`config.mk`:
```
export PLATFORM = sky130hd
export DESIGN_NAME = ps2_rx_flat
export DESIGN_NICKNAME = d
export VERILOG_FILES = /design/src/rtl/ps2_rx_if.sv /design/src/rtl/ps2_rx.sv /design/src/flat_wrapper.sv
export SDC_FILE = /design/constraint.sdc
export NUM_CORES = 1
export LEC_CHECK = 0
export ABC_AREA = 1
export CORE_MARGIN = 2
export CORE_UTILIZATION = 59
export CTS_CLUSTER_DIAMETER = 50
export DETAILED_ROUTE_END_ITERATION = 10
export PLACE_DENSITY = 0.83
export SLEW_MARGIN = 20
export SYNTH_ARGS = -nofsm -noshare
export SYNTH_HDL_FRONTEND = slang
export SYNTH_SLANG_ARGS = --single-unit
```
`constraint.sdc`:
```
create_clock -name clock -period 1.9 [get_ports clock]
set_input_delay 0.38 -clock clock [delete_from_list [all_inputs] [get_ports clock]]
set_output_delay 0.38 -clock clock [all_outputs]
set_load 0.01 [all_outputs]
```
`src/rtl/ps2_rx_if.sv`:
```
// PS/2 receiver bus: raw pin inputs and the key-event outputs consumed by the
// keyboard matrix block.
interface ps2_rx_if;
  logic       ps2ck;
  logic       ps2d;
  logic       kstb;
  logic       make;
  logic       ext;
  logic [7:0] code;
  logic       perr;

  modport master (output ps2ck, ps2d, input kstb, make, ext, code, perr);
  modport slave  (input ps2ck, ps2d, output kstb, make, ext, code, perr);
endinterface

```
`src/rtl/ps2_rx.sv`:
```
// PS/2 keyboard receiver: synchronises the pins, deframes 11-bit frames with odd
// parity and folds E0/F0/E1 prefixes into one strobe per key event.
module ps2_rx #(
  parameter int TIMEOUT = 7000,
  parameter int CW      = 13
) (
  input  logic     clock,
  input  logic     reset,
  input  logic     ce,
  ps2_rx_if.slave  bus
);

  typedef enum logic [1:0] {IDLE, DATA, PARITY, STOP} state_e;

  state_e          state_q, state_d;
  logic            ck1_q, ck2_q, ck3_q, d1_q, d2_q;
  logic [2:0]      bit_cnt_q, bit_cnt_d;
  logic [7:0]      shift_q, shift_d;
  logic            par_q, par_d;
  logic [CW-1:0]   to_q, to_d;
  logic            ext_q, ext_d, brk_q, brk_d;
  logic [2:0]      skip_q, skip_d;
  logic            kstb_q, kstb_d, make_q, make_d, xout_q, xout_d, perr_q, perr_d;
  logic [7:0]      code_q, code_d;
  logic            fe, timeout, frame_done, frame_good;

  // Edge history advances on ce only, so an edge seen between ce ticks is not lost.
  assign fe      = ce & ck3_q & ~ck2_q;
  assign timeout = ce && (state_q != IDLE) && (to_q == CW'(TIMEOUT - 1));

  always_ff @(posedge clock or negedge reset) begin
    if (!reset) begin
      // NOTE: synchroniser flops reset to 1 so a released bus does not look like a falling edge.
      ck1_q     <= 1'b1;
      ck2_q     <= 1'b1;
      ck3_q     <= 1'b1;
      d1_q      <= 1'b1;
      d2_q      <= 1'b1;
      state_q   <= IDLE;
      bit_cnt_q <= '0;
      shift_q   <= '0;
      par_q     <= 1'b0;
      to_q      <= '0;
      ext_q     <= 1'b0;
      brk_q     <= 1'b0;
      skip_q    <= '0;
      kstb_q    <= 1'b0;
      make_q    <= 1'b0;
      xout_q    <= 1'b0;
      code_q    <= '0;
      perr_q    <= 1'b0;
    end else begin
      // NOTE: non-blocking everywhere here so every flop samples pre-edge values.
      ck1_q     <= bus.ps2ck;
      ck2_q     <= ck1_q;
      d1_q      <= bus.ps2d;
      d2_q      <= d1_q;
      if (ce) ck3_q <= ck2_q;
      state_q   <= state_d;
      bit_cnt_q <= bit_cnt_d;
      shift_q   <= shift_d;
      par_q     <= par_d;
      to_q      <= to_d;
      ext_q     <= ext_d;
      brk_q     <= brk_d;
      skip_q    <= skip_d;
      kstb_q    <= kstb_d;
      make_q    <= make_d;
      xout_q    <= xout_d;
      code_q    <= code_d;
      perr_q    <= perr_d;
    end
  end

  always_comb begin
    // NOTE: defaults first so no path through this block infers a latch.
    state_d    = state_q;
    bit_cnt_d  = bit_cnt_q;
    shift_d    = shift_q;
    par_d      = par_q;
    to_d       = to_q;
    frame_done = 1'b0;
    frame_good = 1'b0;
    if (timeout) begin
      state_d = IDLE;
      to_d    = '0;
    end else if (fe) begin
      to_d = '0;
      unique case (state_q)
        IDLE: if (!d2_q) begin
          state_d   = DATA;
          bit_cnt_d = '0;
        end
        DATA: begin
          shift_d   = {d2_q, shift_q[7:1]};
          bit_cnt_d = bit_cnt_q + 3'd1;
          if (bit_cnt_q == 3'd7) state_d = PARITY;
        end
        PARITY: begin
          par_d   = d2_q;
          state_d = STOP;
        end
        STOP: begin
          frame_done = 1'b1;
          frame_good = d2_q & (^shift_q ^ par_q);
          state_d    = IDLE;
        end
        default: state_d = IDLE;
      endcase
    end else if (ce) begin
      to_d = (state_q == IDLE) ? '0 : to_q + CW'(1);
    end
  end

  always_comb begin
    kstb_d = 1'b0;
    perr_d = 1'b0;
    make_d = make_q;
    xout_d = xout_q;
    code_d = code_q;
    ext_d  = ext_q;
    brk_d  = brk_q;
    skip_d = skip_q;
    if (timeout) begin
      perr_d = 1'b1;
    end else if (frame_done && !frame_good) begin
      perr_d = 1'b1;
      ext_d  = 1'b0;
      brk_d  = 1'b0;
      skip_d = '0;
    end else if (frame_done) begin
      // Pause sends E1 plus seven bytes; the last of them yields one synthetic event.
      if (skip_q != '0) begin
        skip_d = skip_q - 3'd1;
        if (skip_q == 3'd1) begin
          kstb_d = 1'b1;
          make_d = 1'b1;
          xout_d = 1'b1;
          code_d = 8'hE1;
        end
      end else if (shift_q == 8'hE1) begin
        skip_d = 3'd7;
      end else if (shift_q == 8'hE0) begin
        ext_d = 1'b1;
      end else if (shift_q == 8'hF0) begin
        brk_d = 1'b1;
      end else begin
        kstb_d = 1'b1;
        make_d = ~brk_q;
        xout_d = ext_q;
        code_d = shift_q;
        ext_d  = 1'b0;
        brk_d  = 1'b0;
      end
    end
  end

  assign bus.kstb = kstb_q;
  assign bus.make = make_q;
  assign bus.ext  = xout_q;
  assign bus.code = code_q;
  assign bus.perr = perr_q;

endmodule

```
`src/flat_wrapper.sv`:
```
// flat-port wrapper written by rule: the top's interface ports become plain ports
module ps2_rx_flat 
#(
  parameter int TIMEOUT = 7000,
  parameter int CW      = 13
)
  (clock, reset, ce, bus_ps2ck, bus_ps2d, bus_kstb, bus_make, bus_ext, bus_code, bus_perr);
  ps2_rx_if bus_i ();
  input  logic clock;
  input  logic reset;
  input  logic ce;
  input wire logic [$bits(bus_i.ps2ck)-1:0] bus_ps2ck;
  input wire logic [$bits(bus_i.ps2d)-1:0] bus_ps2d;
  output wire logic [$bits(bus_i.kstb)-1:0] bus_kstb;
  output wire logic [$bits(bus_i.make)-1:0] bus_make;
  output wire logic [$bits(bus_i.ext)-1:0] bus_ext;
  output wire logic [$bits(bus_i.code)-1:0] bus_code;
  output wire logic [$bits(bus_i.perr)-1:0] bus_perr;
  assign bus_i.ps2ck = bus_ps2ck;
  assign bus_i.ps2d = bus_ps2d;
  assign bus_kstb = bus_i.kstb;
  assign bus_make = bus_i.make;
  assign bus_ext = bus_i.ext;
  assign bus_code = bus_i.code;
  assign bus_perr = bus_i.perr;
  ps2_rx #(.TIMEOUT(TIMEOUT), .CW(CW)) u_core (.clock(clock), .reset(reset), .ce(ce), .bus(bus_i));
endmodule
```
==> impl_metrics.ini, run 1 <==
[timing]
worst_slew_pin_slew_ns = 0.575
hold_viol = 0
layout_setup_ws_ns = 0.0911
period_needed_ns = 1.81
slew_headroom_pct = 61.7
timing.fmax_mhz = 553
fin_skew_ns = 0.00336
min_period_over_period_pct = 95.2
slew_viol_final = 0
finalSetupViolCount = 0

[placement]
place_congestion = 0.846
placed_area_um2 = 2950
post-place-ws_ns = -0.124
hpwl_mm = 3.93
io_buffer_count = 16

[pwr]
peakVddDrop_v = 0.000604
leakagePower_uw = 0.00159
powerDensity_nw_per_um2 = 1170

[worst_setup_path]
path_max_fanout = 5
slowest_delay_ns = 0.41
start_kind = flip-flop
required_ns = 2.13
critPathBufInv = 4
crit_family = simple AND/OR/NAND/NOR gates
arrival_ns = 2.04
critPathCaptureType = flip-flop
path_class = reg -> reg
cp_slowest_cell = dfrtp_1
cpMostUsedCell = nand2_1
crit_chain = inv_1, ha_4, inv_1, nand2_1, nand2_1, inv_1, nand2_1, nand2_1, nand2_1, nand3_2, nand2_4, buf_4, nand2_1, a21oi_1

[drt]
drtIter0Drc = 171
wl_met1_mm = 2.50
wl_met3_um = 199
routed_wl_mm = 5.29
vias = 2160
wl_met2_mm = 2.50
drc = 0
ant_nets = 0
dr.max_layer_used = met4
via_per_inst = 5.23
drt-pass1-iter-count = 8
routedWlPerCell_um = 12.8

[status]
status = finished clean

[grt]
grt_pass1_wl_mm = 8.87
grt_pass1_vias = 2002
grt_max_degree = 27
grt_overflow_total = 0
antenna_found_initial = 0
grt_usage_pct = 22.0

[final_layout]
seqCellArea_um2 = 1230
area_growth_pct = 17.6
diodes = 0
post-route-cell-area_um2 = 3120
drive_above_1_share_pct = 15.0
layout.nets = 382
nFillCells = 326
multi_input_comb_area_um2 = 1250

[floorplanning]
coreArea_um2 = 4350
rows = 24
dieWidth_um = 71.1
die_y_um = 71.1
fp.dieArea_um2 = 5050
ioPinCount = 17
initial_utilization_pct = 60.9

[cts]
clock_latency_ns = 0.30
cts_inserted_buffers = 5
cts_sinks = 49
clk_pin_slew_ns = 0.09
cts_tree = built
cts-root-buf = clkbuf_8
cts_hold_buf = 0
clk_path_buf_depth = 2
htreeDepth = 2

[synth]
synth_edf_count = 0
yosysSeqAreaShare_pct = 46.4
yosysUniqueCellTypes = 30
synth_top_area_cell = dfrtp_1
synth_nets = 347
yosys-top-cells-area = dfrtp_1 (41%), nand2_1 (12%), ha_1 (8.0%), nand3_1 (6.2%), inv_1 (6.1%)
ys_ff_latch = 49
syn_area_per_cell_um2 = 8.17
ys_warn_count = 0
synthCells = 325
async_flop_share_pct = 100
netlist_area_um2 = 2650
yosys-top-cells-count = nand2_1 (87), dfrtp_1 (44), inv_1 (43), nand3_1 (33), nor2_1 (20)
synth.most_common_cell = nand2_1
synthFlopType = dfrtp_1
synth_top_area_share_pct = 41.5

[min_path]
hold_path_class = in -> async

[job]
cap_violations = 0
[repair_timing]
item / 4_1_cts / 5_1_grt
pin swaps: 0 / 1
setup buffers: 0 / 1
endpoints found under the setup margin: 2 / 22
resized for setup: 1 / 7
[state kept, by name, indices dropped and copies added, names as in the netlist, 2 cells and up]
name	count
u_core.bit_cnt_q	3
u_core.bus.code	8
u_core.shift_q	8
u_core.skip_q	3
u_core.state_q	2
u_core.to_q	13
[worst paths after layout]
kind                                   start          endpoint  slack, ns  depth (start not counted)
setup / recovery           u_core.shift_q[4]  u_core.skip_q[1]       0.09                         14
hold / removal                         reset    u_core.to_q[0]       0.06                          1
setup reg to reg           u_core.shift_q[4]  u_core.skip_q[1]       0.09                         14
hold reg to reg                 u_core.ck1_q      u_core.ck2_q       0.36                          0
max in group asynchronous              reset      u_core.brk_q       1.25                          2
min in group clock              u_core.ck1_q      u_core.ck2_q       0.36                          0
[kinds of logic (layout without fill, tap and decap cells)]
group           count (synthesis)  in the layout  share of synthesized area [%]
compound gates                 42             42                           8.58
buf+inv                        52             88                           8.25
flops                          49             49                           46.4
fa+ha+maj                      17             17                           8.01
xor+xnor                        6              6                           1.98
simple gates                  159            159                           26.7
[cell type report]
cell class,count,area share [%]
multi-input combinational,224,40.0
sequential,49,39.5
timing repair buffer,33,9.06
inverter,47,5.65
clock buffer,5,2.20
tap,52,2.08
clock inverter,3,1.48
[where the power goes]
group	internal, µW	switching (µW)
logic	580	873
registers	1280	173
clock network	394	362
total	2250	1410
[layer usage]
layer,track usage (%),vias to the layer above
li1,-,1103
met1,29.6,997
met2,36.4,50
met3,3.99,10
met4,6.71,0
met5,0,-
[metrics by stage]
step,power (µW),hold WS (ns),instances,TNS [ns],util (%)
after floorplan,2370,0.0844,325,0,-
after global placement,2710,0.346,404,0,67.8
after detailed placement,2780,0.348,404,-1.25,67.8
after CTS,3560,0.0763,412,0,70.5
after global routing,3940,0.103,413,-0.253,71.7
final,3660,0.0626,413,0,71.7
[cells in the final DEF, fill, tap and decap left out, types with 6 or more instances in the layout]
| cell type | n |
|---|---|
| nand2_1 | 86 |
| o21ai_0 | 18 |
| nand3_1 | 32 |
| xor2_1 | 6 |
| dfrtp_1 | 44 |
| buf_4 | 17 |
| inv_1 | 42 |
| clkdlybuf4s50_1 | 15 |
| ha_1 | 15 |
| nor2_1 | 20 |
| o21ai_1 | 8 |
| a21oi_1 | 9 |
Power figures use the tool's default switching activity.
==> run 2, diff against run 1 <==
--- a/config.mk
+++ b/config.mk
@@ -10,7 +10,8 @@
 export CORE_UTILIZATION = 59
 export CTS_CLUSTER_DIAMETER = 50
 export DETAILED_ROUTE_END_ITERATION = 10
-export PLACE_DENSITY = 0.83
+export PLACE_DENSITY = 0.79
+export SKIP_CTS_REPAIR_TIMING = 1
 export SLEW_MARGIN = 20
 export SYNTH_ARGS = -nofsm -noshare
 export SYNTH_HDL_FRONTEND = slang
==> run 2 against run 1 <==
Hold slack got worse by 0.024 ns. Via count increased by 1.2%. First-iteration DRC count decreased by 7.6%.
==> impl_metrics.ini, run 2 (same netlist as run 1, synthesis figures left out) <==
[final_layout]
final_cells = 415
layout_commonest_cell = nand2_1
final_util_pct = 72.0
largest_reg_flops = 13
regMostFlops = u_core.to_q
diodes = 0
drive_above_1_share_pct = 15.4
area_growth_pct = 18.1
layout.nets = 384
most-common-layout-cells = nand2_1 (87), dfrtp_1 (44), inv_1 (39)
nFillCells = 339

[timing]
layout_setup_ws_ns = 0.151
slew_viol_final = 0
period_needed_ns = 1.75
worst_slew_pin_slew_ns = 0.512
finalSetupViolCount = 0
slew_headroom_pct = 65.9
tns_ns = 0
timing.fmax_mhz = 572
hold_viol = 0
fin_skew_ns = 0.00373
min_period_over_period_pct = 92.0

[worst_setup_path]
slowest_delay_ns = 0.38
crit_family = simple AND/OR/NAND/NOR gates
path_class = reg -> reg
cp_slowest_cell = dfrtp_1
rrSetupSlack_ns = 0.15
crit_chain = inv_1, ha_1, inv_1, nand2_1, nand2_1, inv_1, nand2_1, nand3_1, nand3_2, nand2_4, buf_12, o211ai_1, nand2_1
required_ns = 2.08
critPathCaptureType = flip-flop
start_kind = flip-flop
critPathBufInv = 4
arrival_ns = 1.93
cpMostUsedCell = nand2_1
path_max_fanout = 14

[floorplanning]
die_y_um = 71.1
dieWidth_um = 71.1
rows = 24
initial_utilization_pct = 60.9
coreArea_um2 = 4350
ioPinCount = 17
fp.dieArea_um2 = 5050

[placement]
io_buffer_count = 16
place_congestion = 0.847
placed_cells = 406
post-place-ws_ns = -0.107
hpwl_mm = 3.75

[cts]
clk_pin_slew_ns = 0.08
clk_path_buf_depth = 2
cts_tree = built
cts_inserted_buffers = 5
cts-root-buf = clkbuf_8
cts_sinks = 49
htreeDepth = 2
clock_latency_ns = 0.30

[pwr]
leakagePower_uw = 0.00159
peakVddDrop_v = 0.000789
powerDensity_nw_per_um2 = 1130
p_total_uw = 3540

[grt]
grt_max_degree = 28
antenna_found_initial = 0
grt_pass1_vias = 1937
grt_usage_pct = 20.9
grt_overflow_total = 0
grt_pass1_wl_mm = 8.44

[drt]
drt-pass1-iter-count = 4
ant_nets = 0
wl_met1_mm = 2.35
dr.max_layer_used = met4
via_per_inst = 5.27
drc = 0
vias = 2185
drtIter0Drc = 158
wl_met2_mm = 2.38
routed_wl_mm = 5.05
routedWlPerCell_um = 12.2
wl_met3_um = 247

[min_path]
hold_path_class = in -> async

[status]
status = finished clean

[job]
cap_violations = 0
[run 2: cell types whose count changed in the layout (fill, tap and decap cells not counted), sizes merged]
cell | previous run | this run
buf | 18 | 20
bufinv | 1 | 0
clkbuf | 5 | 8
clkinv | 1 | 0
clkinvlp | 1 | 0
[run 2: power by group]
group	switching, µW	leakage, µW	total [µW]	internal [µW]
Clock	322	0.0000395	584	262
Combinational	848	0.000922	1480	631
Sequential	194	0.000632	1470	1280
[run 2: through the flow]
step,hold slack (ns),area (µm²)
after floorplan,0.0844,2650
after global placement,0.347,2990
after detailed placement,0.347,2990
after CTS,0.0613,3070
after global routing,0.0788,3130
final,0.0388,3130
[run 2: path summary, 6_finish.rpt]
check | depth (start not counted) | start | to
worst max register to register | 13 | u_core.shift_q[2] | u_core.brk_q
max in group asynchronous | 2 | reset | u_core.d1_q
worst max-delay path | 13 | u_core.shift_q[2] | u_core.brk_q
worst min-delay path | 1 | reset | u_core.to_q[4]
min in group clock | 0 | u_core.ck1_q | u_core.ck2_q
worst min register to register | 0 | u_core.ck1_q | u_core.ck2_q
[run 2: layer usage]
layer	vias to the layer above	track usage, %
met5	-	0
met4	0	8.60
met3	9	3.13
met2	45	32.7
met1	1020	29.4
li1	1111	-
[run 2: layout make-up]
| cell class | count | area, µm² | share of cell area, % |
|---|---|---|---|
| tap | 52 | 65.1 | 2.08 |
| multi-input combinational | 224 | 1260 | 40.1 |
| sequential | 49 | 1230 | 39.3 |
| timing repair buffer | 35 | 323 | 10.3 |
| clock buffer | 8 | 80.1 | 2.55 |
| inverter | 47 | 176 | 5.63 |
==> run 3, diff against run 2 <==
--- a/config.mk
+++ b/config.mk
@@ -6,10 +6,13 @@
 export NUM_CORES = 1
 export LEC_CHECK = 0
 export ABC_AREA = 1
+export CAP_MARGIN = 0
 export CORE_MARGIN = 2
 export CORE_UTILIZATION = 59
 export CTS_CLUSTER_DIAMETER = 50
 export DETAILED_ROUTE_END_ITERATION = 10
+export GPL_ROUTABILITY_DRIVEN = 0
+export MAX_ROUTING_LAYER = met4
 export PLACE_DENSITY = 0.79
 export SKIP_CTS_REPAIR_TIMING = 1
 export SLEW_MARGIN = 20
==> run 3 against run 2 <==
Final area unchanged. Register-to-register slack about the same. Via count about the same. First-iteration DRC count increased by 8.9%. Critical path type unchanged. Critical path depth unchanged. Largest cell class unchanged. Critical endpoint unchanged. Utilization unchanged. Sequential share of layout area unchanged. Global-route usage increased by 0.64 points. Combinational power about the same.
==> impl_metrics.ini, run 3 (same netlist as run 1, synthesis figures left out) <==
[grt]
grt_pass1_vias = 1938
grt_max_degree = 28
grt_pass1_wl_mm = 8.43
grt_overflow_total = 0
grt_usage_pct = 21.6
antenna_found_initial = 0

[cts]
clock_latency_ns = 0.30
cts_tree = built
htreeDepth = 2
cts_sinks = 49
clk_path_buf_depth = 2
clk_pin_slew_ns = 0.08
cts_inserted_buffers = 5
cts-root-buf = clkbuf_8

[min_path]
hold_path_class = in -> async

[placement]
placed_area_um2 = 2990
post-place-ws_ns = -0.107
io_buffer_count = 16
hpwl_mm = 3.75

[final_layout]
nFillCells = 339
diodes = 0
layout_commonest_cell = nand2_1
area_growth_pct = 18.1
post-route-cell-area_um2 = 3130
regMostFlops = u_core.to_q
most-common-layout-cells = nand2_1 (87), dfrtp_1 (44), inv_1 (39)
final_util_pct = 72.0
layout.nets = 384
drive_above_1_share_pct = 15.4
largest_reg_flops = 13

[drt]
routed_wl_mm = 5.05
drt-pass1-iter-count = 4
drtIter0Drc = 172
via_per_inst = 5.26
routedWlPerCell_um = 12.2
vias = 2184
drc = 0
ant_nets = 0

[floorplanning]
dieWidth_um = 71.1
ioPinCount = 17
die_y_um = 71.1
fp.dieArea_um2 = 5050
rows = 24
coreArea_um2 = 4350
initial_utilization_pct = 60.9

[timing]
finalSetupViolCount = 0
whs_ns = 0.0398
slew_headroom_pct = 65.7
timing.fmax_mhz = 572
fin_skew_ns = 0.00375
hold_viol = 0
min_period_over_period_pct = 92.1
slew_viol_final = 0
worst_slew_pin_slew_ns = 0.514
period_needed_ns = 1.75
layout_setup_ws_ns = 0.151

[worst_setup_path]
path_max_fanout = 14
start_kind = flip-flop
arrival_ns = 1.93
path_class = reg -> reg
rr_worst_depth = 13
critPathCaptureType = flip-flop
worstSetupStartpoint = u_core.shift_q[2]
rrSetupSlack_ns = 0.15
timing.rr.start = u_core.shift_q[2]
rr_endpoint = u_core.brk_q
required_ns = 2.09

[job]
cap_violations = 0

[pwr]
p_total_uw = 3540
powerDensity_nw_per_um2 = 1130
leakagePower_uw = 0.00159
peakVddDrop_v = 0.000789

[status]
status = finished clean
## run 3: cell counts in the layout (fill, tap and decap cells not counted)
Identical to the previous run, type by type.
## run 3: how the worst max path moves through the flow
| stage | endpoint | slack (ns) | cells after the start |
|---|---|---|---|
| 6_report | u_core.brk_q | 0.15 | 13 |
| 5_1_grt | u_core.bus.code[3] | -0.02 | 14 |
| 4_1_cts | u_core.bus.code[7] | 0.003 | 14 |
| 3_5_place_dp | u_core.shift_q[0] | -0.11 | 8 |
| 3_3_place_gp | u_core.bus.ext | -0.04 | 8 |
| 2_1_floorplan | u_core.bus.code[0] | 0.24 | 15 |
## run 3: power breakdown
group          switching [µW]  leakage [µW]  total [µW]  internal (µW)
clock                     323     0.0000395         585            262
sequential                194      0.000632        1470           1280
combinational             847      0.000922        1480            631
total                    1360       0.00159        3540           2170
## run 3: critical path, stage by stage, from the launching register on
cell and delay [ns]:
dfrtp_1 0.38, inv_1 0.11, ha_1 0.25, inv_1 0.06, nand2_1 0.04, nand2_1 0.08, inv_1 0.04, nand2_1 0.07
nand3_1 0.09, nand3_2 0.12, nand2_4 0.08, buf_12 0.15, o211ai_1 0.09, nand2_1 0.08
## run 3: per-layer routing
| metal | global-route usage [%] | routed length (µm) |
|---|---|---|
| met1 | 29.4 | 2350 |
| met2 | 32.7 | 2380 |
| met3 | 3.13 | 244 |
| met4 | 8.60 | 67 |
| met5 | - | 0 |
## run 3: per-stage QoR
step	TNS [ns]	std cells
2_1_floorplan	0	325
3_3_place_gp	-0.588	406
3_5_place_dp	-1.60	406
4_1_cts	0	414
5_1_grt	-0.0579	415
6_report	0	415
## run 3: cell type report
type	instances	area [µm²]	share of cell area [%]
clock buffers	8	80.1	2.55
inverters	47	176	5.63
multi-input cells	224	1260	40.1
flip-flops and latches	49	1230	39.3
well taps	52	65.1	2.08
repair buffers	35	323	10.3
